[config.mk]
export PLATFORM = sky130hd
export DESIGN_NAME = imem_loader
export DESIGN_NICKNAME = d
export VERILOG_FILES = /design/src/rtl/imem_loader.sv
export SDC_FILE = /design/constraint.sdc
export NUM_CORES = 1
export LEC_CHECK = 0
export CORE_UTILIZATION = 52
export DETAILED_ROUTE_END_ITERATION = 8
export PLACE_DENSITY = 0.9
export SYNTH_ARGS = -nofsm -noshare
export SYNTH_HDL_FRONTEND = slang
export SYNTH_SLANG_ARGS = --single-unit
[constraint.sdc]
create_clock -name clk -period 2.7 [get_ports clk]
set_input_delay 0.27 -clock clk [delete_from_list [all_inputs] [get_ports clk]]
set_output_delay 0.27 -clock clk [all_outputs]
set_load 0.02 [all_outputs]
[src/rtl/imem_loader.sv]
// Byte-stream program loader: assembles little-endian 32-bit words into IMEM and holds the core in reset until a full image lands.
// Optional trailing XOR checksum byte enabled by defining LDR_CHKSUM_EN.
module imem_loader #(
  parameter int unsigned DEPTH  = 32,
  parameter int unsigned ADDR_W = 5
) (
  input  logic              clk,
  input  logic              RN,
  input  logic              start,
  input  logic              in_valid,
  input  logic [7:0]        in_data,
  output logic              in_ready,
  output logic              we,
  output logic [ADDR_W-1:0] waddr,
  output logic [31:0]       wdata,
  output logic              core_rst,
  output logic              busy,
  output logic              done,
  output logic              err
);

  // One extra bit so that a full DEPTH-word image terminates without wrapping.
  localparam int unsigned IDX_W = ADDR_W + 1;

`ifdef LDR_CHKSUM_EN
  typedef enum logic [2:0] {S_IDLE, S_COUNT, S_DATA, S_CHECK, S_DONE, S_ERR} state_e;
`else
  typedef enum logic [2:0] {S_IDLE, S_COUNT, S_DATA, S_DONE, S_ERR} state_e;
`endif

  state_e            state_q, state_d;
  logic [IDX_W-1:0]  n_q, n_d;
  logic [IDX_W-1:0]  word_idx_q, word_idx_d;
  logic [1:0]        byte_idx_q, byte_idx_d;
  logic [23:0]       asm_q, asm_d;
  logic              we_q, we_d;
  logic [ADDR_W-1:0] waddr_q, waddr_d;
  logic [31:0]       wdata_q, wdata_d;
  logic              in_ready_q, in_ready_d;
  logic              busy_q, busy_d;
  logic              done_q, done_d;
  logic              err_q, err_d;
  logic              core_rst_q, core_rst_d;
`ifdef LDR_CHKSUM_EN
  logic [7:0]        acc_q, acc_d;
`endif
  logic              accept;

  assign accept = in_valid && in_ready_q;

  always_comb begin
    // NOTE: every variable gets a default here so no path can infer a latch.
    state_d    = state_q;
    n_d        = n_q;
    word_idx_d = word_idx_q;
    byte_idx_d = byte_idx_q;
    asm_d      = asm_q;
    we_d       = 1'b0;
    waddr_d    = waddr_q;
    wdata_d    = wdata_q;
`ifdef LDR_CHKSUM_EN
    acc_d      = acc_q;
`endif

    case (state_q)
      S_IDLE, S_DONE, S_ERR: begin
        if (start) begin
          state_d    = S_COUNT;
          word_idx_d = '0;
          byte_idx_d = '0;
          asm_d      = '0;
`ifdef LDR_CHKSUM_EN
          acc_d      = '0;
`endif
        end
      end
      S_COUNT: begin
        if (accept) begin
          if (in_data == 8'd0 || 32'(in_data) > DEPTH) begin
            state_d = S_ERR;
          end else begin
            n_d     = IDX_W'(in_data);
            state_d = S_DATA;
          end
        end
      end
      S_DATA: begin
        if (accept) begin
`ifdef LDR_CHKSUM_EN
          acc_d = acc_q ^ in_data;
`endif
          byte_idx_d = byte_idx_q + 2'd1;
          case (byte_idx_q)
            2'd0: asm_d[7:0]   = in_data;
            2'd1: asm_d[15:8]  = in_data;
            2'd2: asm_d[23:16] = in_data;
            default: begin
              we_d       = 1'b1;
              waddr_d    = word_idx_q[ADDR_W-1:0];
              wdata_d    = {in_data, asm_q};
              word_idx_d = word_idx_q + IDX_W'(1);
              if (word_idx_d == n_q) begin
`ifdef LDR_CHKSUM_EN
                state_d = S_CHECK;
`else
                state_d = S_DONE;
`endif
              end
            end
          endcase
        end
      end
`ifdef LDR_CHKSUM_EN
      S_CHECK: begin
        if (accept) state_d = (in_data == acc_q) ? S_DONE : S_ERR;
      end
`endif
      default: state_d = S_IDLE;
    endcase

    // Status outputs are registered from the next state so they align with it.
    in_ready_d = (state_d == S_COUNT) || (state_d == S_DATA)
`ifdef LDR_CHKSUM_EN
                 || (state_d == S_CHECK)
`endif
                 ;
    busy_d     = in_ready_d;
    done_d     = (state_d == S_DONE);
    err_d      = (state_d == S_ERR);
    core_rst_d = (state_d != S_DONE);
  end

  always_ff @(posedge clk) begin
    // NOTE: sequential state uses non-blocking assignments only.
    if (!RN) begin
      state_q    <= S_IDLE;
      n_q        <= '0;
      word_idx_q <= '0;
      byte_idx_q <= '0;
      asm_q      <= '0;
      we_q       <= 1'b0;
      waddr_q    <= '0;
      wdata_q    <= '0;
      in_ready_q <= 1'b0;
      busy_q     <= 1'b0;
      done_q     <= 1'b0;
      err_q      <= 1'b0;
      core_rst_q <= 1'b1;
`ifdef LDR_CHKSUM_EN
      acc_q      <= '0;
`endif
    end else begin
      state_q    <= state_d;
      n_q        <= n_d;
      word_idx_q <= word_idx_d;
      byte_idx_q <= byte_idx_d;
      asm_q      <= asm_d;
      we_q       <= we_d;
      waddr_q    <= waddr_d;
      wdata_q    <= wdata_d;
      in_ready_q <= in_ready_d;
      busy_q     <= busy_d;
      done_q     <= done_d;
      err_q      <= err_d;
      core_rst_q <= core_rst_d;
`ifdef LDR_CHKSUM_EN
      acc_q      <= acc_d;
`endif
    end
  end

  assign in_ready = in_ready_q;
  assign we       = we_q;
  assign waddr    = waddr_q;
  assign wdata    = wdata_q;
  assign core_rst = core_rst_q;
  assign busy     = busy_q;
  assign done     = done_q;
  assign err      = err_q;

endmodule

==> flow_metrics.py <==
metrics = {
    "placed_design": {
        "dp_hpwl_um": 5380,
        "routabilityCongestion": 0.843,
        "post-place-ws_ps": 248,
        "io_buffer_count": 54,
        "numPlacedInstances": 506,
    },
    "worst_setup_path": {
        "worst_path_class_setup": "reg2reg",
        "critPathArrivalTime_ps": 2550,
        "cp_data_required_time_ps": 3000,
        "crit_path_start_kind": "register",
        "crit_fanout": 13,
        "timing.critical_path.to_type": "register",
    },
    "finish": {
        "layout.filler_cells": 499,
        "mostFrequentLayoutCell": "nand2_1",
        "nNetsFinal": 459,
        "final_cell_mix": "nand2_1 (87), dfxtp_1 (83), a21oi_1 (54), clkdlybuf4s50_1 (54), nor2_1 (36)",
        "layout-drive-gt1-share_pct": 6.49,
        "area_delta_synth_final_pct": 25.2,
        "post_layout_nonfiller_instances": 522,
        "insertedDiodeCount": 0,
    },
    "synth": {
        "synth_sequential_area_ratio_pct": 50.4,
        "synthesized_flop_and_latch_total": 83,
        "synthesis.area_um2": 3300,
        "yosysTopAreaCellShare_pct": 50.4,
        "ys_warn_count": 0,
        "synthesis.instances": 393,
        "synthesis.nets": 410,
        "syn-mean-instance-area_um2": 8.39,
        "post-synth-top-area-cell": "dfxtp_1",
        "yosysUniqueCellTypes": 49,
        "synth_area_leaders": "dfxtp_1 (50%), nand2_1 (9.9%), a21oi_1 (8.2%)",
    },
    "route": {
        "detailedRoute.firstPassIterationCount": 6,
        "routed_wire_length_per_instance_um": 15.1,
        "final_antenna_net_count": 0,
        "first_iter_violations": 184,
        "drc": 0,
        "vias": 2950,
        "route.final.wire_length_um": 7890,
        "via_per_inst": 5.65,
    },
    "grt": {
        "grt_overflow_total": 0,
        "vias_in_the_first_global_route": 2682,
        "grt_first_pass_wirelength_um": 12700,
        "track_usage_pct": 25.4,
        "maximum_number_of_pins_on_one_net_before_global_route_repair": 52,
        "grt_antenna_before_repair": 0,
    },
    "floorplanning": {
        "ios": 55,
        "die_height_um": 81.6,
        "initial_utilization_pct": 54.7,
        "area_of_the_die_um2": 6660,
        "core_ar_um2": 6030,
        "rows": 28,
        "floorplan.die.width_um": 81.6,
    },
    "status": {
        "outcome": "finished clean",
    },
    "clocking": {
        "clock_sink_count": 83,
        "cts.repair_timing.setup_buffer_count": 0,
        "root_buf_cell": "clkbuf_8",
        "total_cts_buffers": 9,
        "cts_tree": "yes",
        "clock_path_buffers": 2,
        "ctsHoldBuffers": 0,
        "ctsHtreeMaxLevel": 3,
        "post_cts_resized": 0,
        "clk-insertion-delay-late_ps": 370,
        "path_clk_slew_ps": 80,
    },
    "sta": {
        "timing_worst_slew_pin_value_ps": 740,
        "report.final.setup_viol": 0,
        "rsz0062_at_grt": "false",
        "hold_violation_total_from_the_final_report": 0,
        "timing.final.ws_setup_ps": 450,
        "post-route-min-period_ps": 2250,
        "fmax_mhz": 444,
        "final-max-slew-violation-count": 0,
        "max_slew_margin_pct": 50.5,
        "final_min_period_over_clock_period_pct": 83.3,
        "skew_ps": 6.45,
        "tns_ps": 0,
    },
    "flow_run": {
        "timing.max_cap.violations": 0,
    },
    "pwr": {
        "cellLeakagePower_nw": 1.40,
        "vdd.ir_drop.worst_uv": 413,
        "power_density_nw_per_um2": 573,
    },
    "min_path": {
        "hp-class": "reg2reg",
    },
}
where the power goes:
group	switching [mW]	internal [mW]	total, mW
Clock	0.480	0.527	1.01
Combinational	0.0760	0.0465	0.122
Sequential	0.00755	1.23	1.23
worst max-delay path, stage by stage (launching register included):
cell and delay (ps):
dfxtp_1 430, or3b_1 600, nor2_2 410, o2111ai_1 230, o221ai_1 300, mux2i_1 210
registers in the layout (all words and copies together), names as in the netlist:
signal / flops
core_rst: 1
state_q: 3
busy: 1
done: 1
asm_q: 24
byte_idx_q: 2
n_q: 6
err: 1
we: 1
waddr: 5
wdata: 32
word_idx_q: 6
final cells by class:
cell class / count / area, um2 / share of cell area (%)
flip-flops and latches: 83 / 1660 / 40.3
multi-input cells: 279 / 1510 / 36.5
repair buffers: 63 / 621 / 15.0
clock buffers: 9 / 124 / 3.00
clock inverters: 7 / 100 / 2.42
well taps: 75 / 93.8 / 2.27
inverters: 6 / 22.5 / 0.546
stage by stage:
step / utilization, % / hold WS [ps] / total power [mW] / cell area, um2
global placement: 64.8 / 442 / 1.38 / 3900
detailed placement: 64.8 / 445 / 1.38 / 3900
finish: 68.5 / 456 / 2.36 / 4130
CTS: 68.5 / 454 / 2.36 / 4130
floorplan: - / 398 / 1.32 / 3300
global route: 68.5 / 477 / 2.43 / 4130
metal layers:
| layer | vias to the layer above | part of all wire [%] | GRT usage, % |
|---|---|---|---|
| met4 | 0 | 2.3 | 12.8 |
| met2 | 94 | 48 | 40.1 |
| met5 | - | 0 | 0 |
| met1 | 1392 | 44 | 32.6 |
| li1 | 1447 | - | - |
| met3 | 17 | 5.4 | 5.56 |
kinds of logic (layout without fill, tap and decap cells):
kind of cell | after synthesis | after routing | synth area share [%]
xor+xnor | 7 | 7 | 1.86
fa+ha+maj | 5 | 5 | 1.90
simple gates | 165 | 165 | 22.6
flops | 83 | 83 | 50.4
compound gates | 95 | 95 | 17.1
buf+inv | 31 | 85 | 3.99
mux | 7 | 7 | 2.13
synth_stat cells (all sizes together):
cell	count
a21oi	54
o21a	2
nand3b	4
o211ai	2
o22a	1
nand4bb	1
xnor2	4
buf	5
a31oi	2
or2	2
nor3	2
inv	6
or3	2
ha	5
o221a	1
o22ai	3
o21ai	8
and4b	1
xor2	3
or4	1
o2111ai	2
nor2	38
a41oi	1
nand3	10
mux2i	7
o221ai	1
nor4b	1
or3b	2
o31a	1
nand4b	3
nand4	1
a211oi	1
nand2b	2
clkbuf	20
dfxtp	83
and2	2
and3b	1
nand2	87
and3	2
nor3b	1
a22oi	16
and4	2
final timing paths:
kind | slack, ps | startpoint | cells past startpoint | end
worst max register to register | 450 | state_q[0] | 5 | busy
worst min-delay path | 460 | waddr[2] | 2 | waddr[2]
worst max-delay path | 450 | state_q[0] | 5 | busy
worst min register to register | 460 | waddr[2] | 2 | waddr[2]
Note: power is estimated with default switching activity, not from simulation.
